File: config.mk
export PLATFORM = sky130hd
export DESIGN_NAME = instr_fetch_decode_flat
export DESIGN_NICKNAME = d
export VERILOG_FILES = /design/src/rtl/cpu_pkg.sv /design/src/rtl/instr_fetch_decode_if.sv /design/src/rtl/instr_field_decode.sv /design/src/rtl/instr_fetch_decode.sv /design/src/flat_wrapper.sv
export SDC_FILE = /design/constraint.sdc
export NUM_CORES = 1
export LEC_CHECK = 0
export ABC_AREA = 1
export BUFFER_PORTS_ARGS = -buffer_cell sky130_fd_sc_hd__buf_2
export CAP_MARGIN = 20
export CELL_PAD_IN_SITES_DETAIL_PLACEMENT = 2
export CELL_PAD_IN_SITES_GLOBAL_PLACEMENT = 2
export CORE_ASPECT_RATIO = 0.7
export CORE_MARGIN = 4
export CORE_UTILIZATION = 23
export CTS_CLUSTER_DIAMETER = 30
export CTS_CLUSTER_SIZE = 14
export DETAILED_ROUTE_END_ITERATION = 10
export PLACE_DENSITY_LB_ADDON = 0.1
export SLEW_MARGIN = 10
export SYNTH_ARGS = -nofsm -noshare
export SYNTH_HDL_FRONTEND = slang
export SYNTH_SLANG_ARGS = --single-unit
File: constraint.sdc
create_clock -name clk -period 1.3 [get_ports clk]
set_input_delay 0.195 -clock clk [delete_from_list [all_inputs] [get_ports clk]]
set_output_delay 0.195 -clock clk [all_outputs]
set_load 0.02 [all_outputs]
File: src/rtl/cpu_pkg.sv
// Shared definitions for the 16-bit processor front end: opcodes, instruction
// field positions and the fetch/decode FSM state encoding.
package cpu_pkg;

  localparam logic [2:0] OP_ADD  = 3'b000;
  localparam logic [2:0] OP_ADDI = 3'b001;
  localparam logic [2:0] OP_SUBI = 3'b010;
  localparam logic [2:0] OP_SUB  = 3'b011;
  localparam logic [2:0] OP_HALT = 3'b111;

  localparam int unsigned OPCODE_MSB = 15;
  localparam int unsigned OPCODE_LSB = 13;
  localparam int unsigned RD_MSB     = 12;
  localparam int unsigned RD_LSB     = 10;
  localparam int unsigned RS_MSB     = 9;
  localparam int unsigned RS_LSB     = 7;
  localparam int unsigned RT_MSB     = 6;
  localparam int unsigned RT_LSB     = 4;
  localparam int unsigned IMM_MSB    = 6;
  localparam int unsigned IMM_LSB    = 0;

  typedef enum logic [1:0] {
    IDLE,
    FETCH,
    ISSUE,
    HALTED
  } state_e;

  function automatic logic [15:0] sext_imm7(input logic [6:0] v);
    return {{9{v[6]}}, v};
  endfunction

endpackage

File: src/rtl/instr_fetch_decode_if.sv
// Instruction-memory request/ack bus plus the decoded-instruction valid/ready
// channel towards the register-file/ALU stage.
interface instr_fetch_decode_if #(
  parameter int unsigned PC_WIDTH = 8
);
  logic                imem_req;
  logic [PC_WIDTH-1:0] imem_addr;
  logic                imem_ack;
  logic [15:0]         imem_rdata;
  logic                dec_valid;
  logic                dec_ready;
  logic [2:0]          opcode;
  logic [2:0]          reg1;
  logic [2:0]          reg2;
  logic [2:0]          reg3;
  logic [15:0]         imm;

  // Fetch/decode core side.
  modport master (
    output imem_req, imem_addr, dec_valid, opcode, reg1, reg2, reg3, imm,
    input  imem_ack, imem_rdata, dec_ready
  );

  // Memory and downstream consumer side.
  modport slave (
    input  imem_req, imem_addr, dec_valid, opcode, reg1, reg2, reg3, imm,
    output imem_ack, imem_rdata, dec_ready
  );
endinterface

File: src/rtl/instr_field_decode.sv
// Purely combinational split of a 16-bit instruction word into its fields,
// with the opcode class flags used by the fetch FSM.
module instr_field_decode
  import cpu_pkg::*;
(
  input  logic [15:0] instr,
  output logic [2:0]  opcode,
  output logic [2:0]  reg1,
  output logic [2:0]  reg2,
  output logic [2:0]  reg3,
  output logic [15:0] imm,
  output logic        is_alu,
  output logic        is_nop,
  output logic        is_halt
);

  logic [2:0] op;
  assign op = instr[OPCODE_MSB:OPCODE_LSB];

  always_comb begin
    opcode  = op;
    reg1    = instr[RD_MSB:RD_LSB];
    reg2    = instr[RS_MSB:RS_LSB];
    reg3    = '0;
    imm     = '0;
    is_alu  = 1'b0;
    is_nop  = 1'b0;
    is_halt = 1'b0;
    case (op)
      OP_ADD, OP_SUB: begin
        is_alu = 1'b1;
        reg3   = instr[RT_MSB:RT_LSB];
      end
      OP_ADDI, OP_SUBI: begin
        is_alu = 1'b1;
        imm    = sext_imm7(instr[IMM_MSB:IMM_LSB]);
      end
      OP_HALT: is_halt = 1'b1;
      default: is_nop = 1'b1;
    endcase
  end

endmodule

File: src/rtl/instr_fetch_decode.sv
// Fetch-and-decode front end: walks the PC over instruction memory, drops NOPs,
// stops on HALT and hands ALU instructions downstream over valid/ready.
module instr_fetch_decode
  import cpu_pkg::*;
#(
  parameter int unsigned         PC_WIDTH = 8,
  parameter logic [PC_WIDTH-1:0] RESET_PC = '0
) (
  input  logic                 clk,
  input  logic                 rst_n,
  input  logic                 start,
  instr_fetch_decode_if.master bus,
  output logic [PC_WIDTH-1:0]  pc,
  output logic                 halted
);

  state_e              state_q, state_d;
  logic [PC_WIDTH-1:0] pc_q, pc_d;
  logic                imem_req_q, imem_req_d;
  logic                dec_valid_q, dec_valid_d;
  logic                halted_q, halted_d;
  logic [2:0]          opcode_q, opcode_d;
  logic [2:0]          reg1_q, reg1_d;
  logic [2:0]          reg2_q, reg2_d;
  logic [2:0]          reg3_q, reg3_d;
  logic [15:0]         imm_q, imm_d;

  logic [2:0]  f_opcode, f_reg1, f_reg2, f_reg3;
  logic [15:0] f_imm;
  logic        f_is_alu, f_is_nop, f_is_halt;

  instr_field_decode u_decode (
    .instr   (bus.imem_rdata),
    .opcode  (f_opcode),
    .reg1    (f_reg1),
    .reg2    (f_reg2),
    .reg3    (f_reg3),
    .imm     (f_imm),
    .is_alu  (f_is_alu),
    .is_nop  (f_is_nop),
    .is_halt (f_is_halt)
  );

  // Output flags are computed with the state so every output comes from a flop.
  always_comb begin
    state_d     = state_q;
    pc_d        = pc_q;
    imem_req_d  = imem_req_q;
    dec_valid_d = dec_valid_q;
    halted_d    = halted_q;
    opcode_d    = opcode_q;
    reg1_d      = reg1_q;
    reg2_d      = reg2_q;
    reg3_d      = reg3_q;
    imm_d       = imm_q;
    case (state_q)
      IDLE: begin
        if (start) begin
          state_d    = FETCH;
          imem_req_d = 1'b1;
        end
      end
      FETCH: begin
        if (bus.imem_ack) begin
          pc_d = pc_q + 1'b1;
          if (f_is_alu) begin
            state_d     = ISSUE;
            imem_req_d  = 1'b0;
            dec_valid_d = 1'b1;
            opcode_d    = f_opcode;
            reg1_d      = f_reg1;
            reg2_d      = f_reg2;
            reg3_d      = f_reg3;
            imm_d       = f_imm;
          end else if (f_is_halt) begin
            state_d    = HALTED;
            imem_req_d = 1'b0;
            halted_d   = 1'b1;
          end else if (f_is_nop) begin
            state_d = FETCH;
          end
        end
      end
      ISSUE: begin
        if (bus.dec_ready) begin
          state_d     = FETCH;
          dec_valid_d = 1'b0;
          imem_req_d  = 1'b1;
        end
      end
      HALTED: begin
        if (start) begin
          state_d    = FETCH;
          pc_d       = RESET_PC;
          halted_d   = 1'b0;
          imem_req_d = 1'b1;
        end
      end
      default: begin
        state_d     = IDLE;
        imem_req_d  = 1'b0;
        dec_valid_d = 1'b0;
        halted_d    = 1'b0;
      end
    endcase
  end

  always_ff @(posedge clk or negedge rst_n) begin
    if (!rst_n) begin
      state_q     <= IDLE;
      pc_q        <= RESET_PC;
      imem_req_q  <= 1'b0;
      dec_valid_q <= 1'b0;
      halted_q    <= 1'b0;
      opcode_q    <= '0;
      reg1_q      <= '0;
      reg2_q      <= '0;
      reg3_q      <= '0;
      imm_q       <= '0;
    end else begin
      state_q     <= state_d;
      pc_q        <= pc_d;
      imem_req_q  <= imem_req_d;
      dec_valid_q <= dec_valid_d;
      halted_q    <= halted_d;
      opcode_q    <= opcode_d;
      reg1_q      <= reg1_d;
      reg2_q      <= reg2_d;
      reg3_q      <= reg3_d;
      imm_q       <= imm_d;
    end
  end

  assign bus.imem_req  = imem_req_q;
  assign bus.imem_addr = pc_q;
  assign bus.dec_valid = dec_valid_q;
  assign bus.opcode    = opcode_q;
  assign bus.reg1      = reg1_q;
  assign bus.reg2      = reg2_q;
  assign bus.reg3      = reg3_q;
  assign bus.imm       = imm_q;
  assign pc            = pc_q;
  assign halted        = halted_q;

endmodule

File: src/flat_wrapper.sv
// flat-port wrapper written by rule: the top's interface ports become plain ports
module instr_fetch_decode_flat import cpu_pkg::*;
#(
  parameter int unsigned         PC_WIDTH = 8,
  parameter logic [PC_WIDTH-1:0] RESET_PC = '0
)
  (clk, rst_n, start, pc, halted, bus_imem_req, bus_imem_addr, bus_dec_valid, bus_opcode, bus_reg1, bus_reg2, bus_reg3, bus_imm, bus_imem_ack, bus_imem_rdata, bus_dec_ready);
  instr_fetch_decode_if #(.PC_WIDTH(PC_WIDTH)) bus_i ();
  input  logic clk;
  input  logic rst_n;
  input  logic start;
  output logic [PC_WIDTH-1:0] pc;
  output logic halted;
  output wire logic [$bits(bus_i.imem_req)-1:0] bus_imem_req;
  output wire logic [$bits(bus_i.imem_addr)-1:0] bus_imem_addr;
  output wire logic [$bits(bus_i.dec_valid)-1:0] bus_dec_valid;
  output wire logic [$bits(bus_i.opcode)-1:0] bus_opcode;
  output wire logic [$bits(bus_i.reg1)-1:0] bus_reg1;
  output wire logic [$bits(bus_i.reg2)-1:0] bus_reg2;
  output wire logic [$bits(bus_i.reg3)-1:0] bus_reg3;
  output wire logic [$bits(bus_i.imm)-1:0] bus_imm;
  input wire logic [$bits(bus_i.imem_ack)-1:0] bus_imem_ack;
  input wire logic [$bits(bus_i.imem_rdata)-1:0] bus_imem_rdata;
  input wire logic [$bits(bus_i.dec_ready)-1:0] bus_dec_ready;
  assign bus_imem_req = bus_i.imem_req;
  assign bus_imem_addr = bus_i.imem_addr;
  assign bus_dec_valid = bus_i.dec_valid;
  assign bus_opcode = bus_i.opcode;
  assign bus_reg1 = bus_i.reg1;
  assign bus_reg2 = bus_i.reg2;
  assign bus_reg3 = bus_i.reg3;
  assign bus_imm = bus_i.imm;
  assign bus_i.imem_ack = bus_imem_ack;
  assign bus_i.imem_rdata = bus_imem_rdata;
  assign bus_i.dec_ready = bus_dec_ready;
  instr_fetch_decode #(.PC_WIDTH(PC_WIDTH), .RESET_PC(RESET_PC)) u_core (.clk(clk), .rst_n(rst_n), .start(start), .bus(bus_i), .pc(pc), .halted(halted));
endmodule
After elaboration in Yosys (flattened, before gate mapping)
Cells that the tools add are included.
{"block": "classes", "addsub": 1, "n_eq_ne": 16, "n_mux": 29, "reduce_logical": 15}
{"cell": "$mux 16", "count": 1}
{"cell": "$mux 8", "count": 2}
{"cell": "$pmux 8 s2", "count": 1}
{"cell": "$mux 1", "count": 14}
{"cell": "$mux 2", "count": 6}
{"cell": "$reduce_and 4->1", "count": 3}
{"cell": "$add 8x1->8 const B", "count": 1}
{"cell": "$ne 2x2->1 const B", "count": 4}
{"cell": "$eq 3x2->1 const B", "count": 2}
{"cell": "$ne 2x1->1 const B", "count": 3}
{"cell": "$pmux 2 s3", "count": 1}
{"cell": "$reduce_and 3->1", "count": 2}
{"cell": "$reduce_or 2->1", "count": 3}
{"cell": "$reduce_and 5->1", "count": 1}
{"cell": "$reduce_or 5->1", "count": 1}
{"cell": "$eq 2x2->1 const B", "count": 2}
{"cell": "$ne 4x2->1 const B", "count": 1}
{"cell": "$pmux 1 s2", "count": 2}
{"cell": "$reduce_bool 2->1", "count": 2}
{"cell": "$reduce_or 4->1", "count": 1}
{"cell": "$eq 3x1->1 const B", "count": 1}
{"cell": "$eq 3x3->1 const B", "count": 1}
{"cell": "$logic_not 3->1", "count": 1}
{"cell": "$mux 3", "count": 1}
{"cell": "4 further kinds", "count": 4}
{"block": "word_totals", "ff_bits": 41, "out_inout_bits": 47, "word_cells": 71}

Longest topological paths before layout
{"block": "logic_depth", "ltp_word": 7, "ltp_mapped": 8, "ltp_nobuf": 8}

By module
From an unflattened synthesis, not the netlist that was laid out.
{"block": "unflattened", "hier_cells": 279, "area_unflattened_um2": 2192.1}
{"mod": "instr_fetch_decode", "n_inst": 1, "cells_per_inst": 233, "area_per_inst_um2": 1928.1, "seq_area_each_um2": 1026.0}
{"mod": "instr_field_decode", "n_inst": 1, "cells_per_inst": 46, "area_per_inst_um2": 264.0, "seq_area_each_um2": 0.0}

Worst setup path after synthesis
Ideal clock, no wire load.
{"block": "synth_timing", "path_type": "register to register", "from": "register u_core.state_q[0]", "to": "register u_core.pc_q[0], in the netlist u_core.bus.imem_addr[0]", "setup_time_ns": 0.138, "arrival_time_ns": 1.213, "required_ns": 1.162, "slack_ns": -0.050, "path_stages_with_launch": 8, "n_path_buf": 0, "synth_period_minus_slack_ns": 1.350, "cell_sequence": "dfrtp_1 ha_1 inv_1 nand3_1 nand2_2 inv_2 nand2_1 o21ai_0"}
{"block": "synth_between", "elab_chain_cells": 3, "word_cells_on_any_way": 7, "classes_between": "4 x eq/ne; 1 x mux; 2 x reduce/logical"}
{"item": "start: declaration", "line_no": "instr_fetch_decode.sv:17", "rtl": "state_e state_q, state_d;"}
{"item": "start signal: assignment", "line_no": "instr_fetch_decode.sv:121", "rtl": "state_q <= state_d;"}
{"item": "$eq 2x1->1 or $eq 2x2->1 (tied branches)", "line_no": "instr_fetch_decode.sv:56", "rtl": "case (state_q)"}
{"item": "$ne 2x2->1 (no line) or $reduce_bool 2->1 (tied branches)"}
{"item": "$reduce_and 3->1 (no line)"}
{"item": "end signal: assignment", "line_no": "instr_fetch_decode.sv:122", "rtl": "pc_q <= pc_d;"}
{"item": "end: declaration", "line_no": "instr_fetch_decode.sv:18", "rtl": "logic [PC_WIDTH-1:0] pc_q, pc_d;"}
Several ways; a longest one is shown, not always the timed one.
A chain may end at the register's enable or synchronous reset.

Final worst setup path
{"block": "layout_timing", "from": "register u_core.state_q[1]", "to": "register u_core.pc_q[1], in the netlist u_core.bus.imem_addr[1]"}
The elaborated chain is that of the path after synthesis.

==> run summary <==
DP HPWL: 4156 um
# DRC: 0
kind of end point of the critical path: register
synthesized net count: 231
core box area: 6850 um^2
dominant cell type by area after synthesis: dfrtp_1
Final ANT Viol Nets: 0
top cells by area, synth: dfrtp_1 49%, nand2_1 17%, buf_4 8.2%, o21ai_0 5.2%, ha_1 3.8%
worst reg2reg path depth: 8
cell area after placement: 2106 um^2
hold_sp: bus_imem_rdata[11]
Skew-Pair Late Insertion Delay: 0.29 ns
GRT overflow: 0
Static Leak: 1.322 nW
worst clock skew: 0.005052 ns
Hold Vio Cnt, Final: 0
Crit path top cell by count: nand2_4
RSZ-0062 raised after global routing: true
I/O pin cnt: 68
clk sinks: 32
Netlist cell types: 20
outcome: finished with violations
Setup crit start kind: register
Post-Route WL: 5852 um
placed cell count: 365
worst path required time: 1.47 ns
placement row count: 25
RePlAce Congestion: 0.7116
count of state elements after synthesis: 32
setup ws final: -0.06891 ns
EDFF count, synth: 0
Worst Hold Depth: 3
headroom to the max-slew limit: 71.56%
vias in the first global route: 1866
TritonRoute pass-1 iters: 4
GRT Util Overall: 14.63%
Layout area overhead: 53.82%
Max Freq: 0.7305 GHz
post-route cell area: 2521 um^2
die width: 108.9 um
H-tree Lvls: 2
Vias: 1630
R2R Path Start: u_core.state_q[1]$_DFFE_PN0P_
wire per inst: 15.24 um
Most used DFF post-synth: dfrtp_1
Die Area: 8563 um^2
Slew Viols, Final: 0
minimum setup slack among reg-to-reg paths: -0.07 ns
DIE HEIGHT: 78.63 um
global-route wire length before repair: 9591 um
layout cells sized above 1: 52.41%
Compound-Gate Fraction of Synth Area: 8.168%
fillers: 802
Max FO, Critical Path: 5
fin cells: 384
Setup CP Type: register to register
TritonCTS Buffers: 5
ys async rst share: 100.0%
Initial Util: 23.93%
PD cells: 2304 nW/um^2
worst slew pin tran: 0.4265 ns
fin crit share: 105.3%
post-synth top area share: 48.85%
worst hold path endpoint: u_core.bus.reg1[1]$_DFFE_PN0P_
setup TNS: -0.8542 ns
number of diodes: 0
cells along the critical path: inv_2 -> ha_4 -> nand2_4 -> nand2_4 -> nand2_4 -> buf_4 -> nand3_1 -> o21ai_1
worst min-delay path class: input pin to register
Post-Synthesis Cell Area: 1639 um^2
sequential area share after synthesis: 48.85%
CP max stage delay: 0.46 ns
buffers added on ports: 67
Mapped Cells: 205
DR vias/cell: 4.245
initial antenna violation count: 0
CTS root buf: clkbuf_8
Max clock buf depth: 2
largest family of logic cells by synthesized area: simple AND/OR/NAND/NOR gates
XOR/XNOR Fraction of Synth Area: 0%
final net count: 315
syn_area_per_cell: 7.995 um^2
failing checks: setup timing
Clk pin slew, worst setup/hold paths: 0.07 ns
Post-Synth Simple-Gate Area: 25.65%
Synth warnings: 0
initial drt markers: 34
crit path DAT: 1.54 ns
mux contribution to synthesized area: 0%
Critical-path top delay cell: dfrtp_2
CTS tree: yes
peak supply drop: 0.0005862 V
largest net degree at the start of global routing: 33
min cycle time layout: 1.369 ns
max cap viols: 0
reg2reg end: u_core.bus.imem_addr[1]$_DFFE_PN0P_
Setup-failing EPs final: 25
adder-cell area share of the yosys netlist: 3.817%
-- critical path, delay by kind of cell, from the launching register on --
| kind | cells | cell delay (ns) |
|---|---|---|
| AOI/OAI and AO/OA | 1 | 0.07 |
| adders and majority gates | 1 | 0.19 |
| DFF | 1 | 0.46 |
| and+or+nand+nor | 4 | 0.30 |
| buffers and inverters | 2 | 0.24 |
-- how the worst max path moves through the flow --
stage / endpoint / from / slack (ns) / cells past startpoint
2_1_floorplan: u_core.bus.imem_addr[0]$_DFFE_PN0P_ / u_core.state_q[0]$_DFFE_PN0P_ / 0.01 / 7
3_3_place_gp: u_core.bus.imem_addr[0]$_DFFE_PN0P_ / u_core.state_q[1]$_DFFE_PN0P_ / -0.13 / 7
3_5_place_dp: u_core.bus.imem_addr[0]$_DFFE_PN0P_ / u_core.state_q[1]$_DFFE_PN0P_ / -0.20 / 7
4_1_cts: u_core.bus.imem_addr[7]$_DFFE_PN0P_ / u_core.state_q[1]$_DFFE_PN0P_ / -0.04 / 7
5_1_grt: u_core.bus.dec_valid$_DFFE_PN0P_ / u_core.state_q[1]$_DFFE_PN0P_ / -0.14 / 7
6_report: u_core.bus.imem_addr[1]$_DFFE_PN0P_ / u_core.state_q[1]$_DFFE_PN0P_ / -0.07 / 8
-- placed cells by master, fill, tap and decap left out, types with 3 or more instances in the layout --
cell type / n
nor2_1: 6
ha_4: 4
nor2_4: 4
buf_2: 67
o21ai_0: 5
o21ai_1: 14
dfrtp_2: 3
nand2_1: 58
o21ai_2: 3
nand2_4: 5
dfrtp_1: 29
nand2_2: 11
inv_1: 9
nand3_1: 8
clkbuf_8: 5
nand4_1: 5
buf_4: 25
inv_2: 8
-- cell usage after synthesis (2+ instances only) --
master,instances
inv_2,3
o21ai_0,17
buf_2,2
ha_1,5
nand3_1,9
nand4_1,5
dfrtp_1,32
o21ai_1,6
nand2_1,73
nor2_1,11
buf_4,18
inv_1,16
-- area by class of cell --
| type | instances | area (um^2) | area share [%] |
|---|---|---|---|
| sequential | 32 | 804.5 | 31.91 |
| inverter | 19 | 78.83 | 3.127 |
| multi-input combinational | 133 | 814.5 | 32.31 |
| timing repair inverter | 1 | 7.507 | 0.2978 |
| clock inverter | 2 | 35.03 | 1.390 |
| timing repair buffer | 97 | 590.6 | 23.42 |
| tap | 94 | 117.6 | 4.665 |
| clock buffer | 6 | 72.57 | 2.878 |
-- timing repair --
action | 4_1_cts | 5_1_grt
hold buffers | 1 | 0
hold endpoints to repair | 32 | 0
setup endpoints to repair | 32 | 32
cloned | 1 | 0
buffers inserted | 7 | 2
gates resized for setup | 44 | 29
pin swaps | 8 | 11
-- power by group --
part	switching, mW	internal, mW	total (mW)
sequential	0.302	1.36	1.66
clock	0.387	0.569	0.956
combinational	1.90	1.28	3.19
-- stage by stage --
stage               total power, mW  setup WS [ns]  hold slack, ns  util, %
finish                        5.809       -0.06891          0.1110    36.80
global route                  6.254        -0.1359          0.1105    36.80
CTS                           5.652       -0.04127         0.09792    35.36
detailed placement            4.179        -0.1995          0.2567    30.74
global placement              4.110        -0.1317          0.2559    30.74
floorplan                     3.211        0.01462         -0.1006        -
-- cell families (layout without fill, tap and decap cells) --
| family | after synthesis | count (layout) |
|---|---|---|
| fa+ha+maj | 5 | 5 |
| compound gates | 26 | 26 |
| simple gates | 102 | 102 |
| buf+inv | 40 | 125 |
| flops | 32 | 32 |
-- per-layer routing --
layer  global-route usage (%)  share of wire [%]  vias up
li1                         -                  -      797
met1                    18.11                 46      789
met2                    24.57                 49       38
met3                    4.519                5.0        6
met4                    3.783               0.75        0
met5                        0                  0        -
-- sequential cells by signal, summed over array words and instances (netlist names) --
signal,cells
u_core.bus.reg1,3
u_core.bus.dec_valid,1
u_core.halted,1
u_core.bus.opcode,3
u_core.bus.imem_addr,8
u_core.state_q,2
u_core.bus.imem_req,1
u_core.bus.reg3,3
u_core.bus.reg2,3
u_core.bus.imm,7
(Power assumes the default switching activity.)
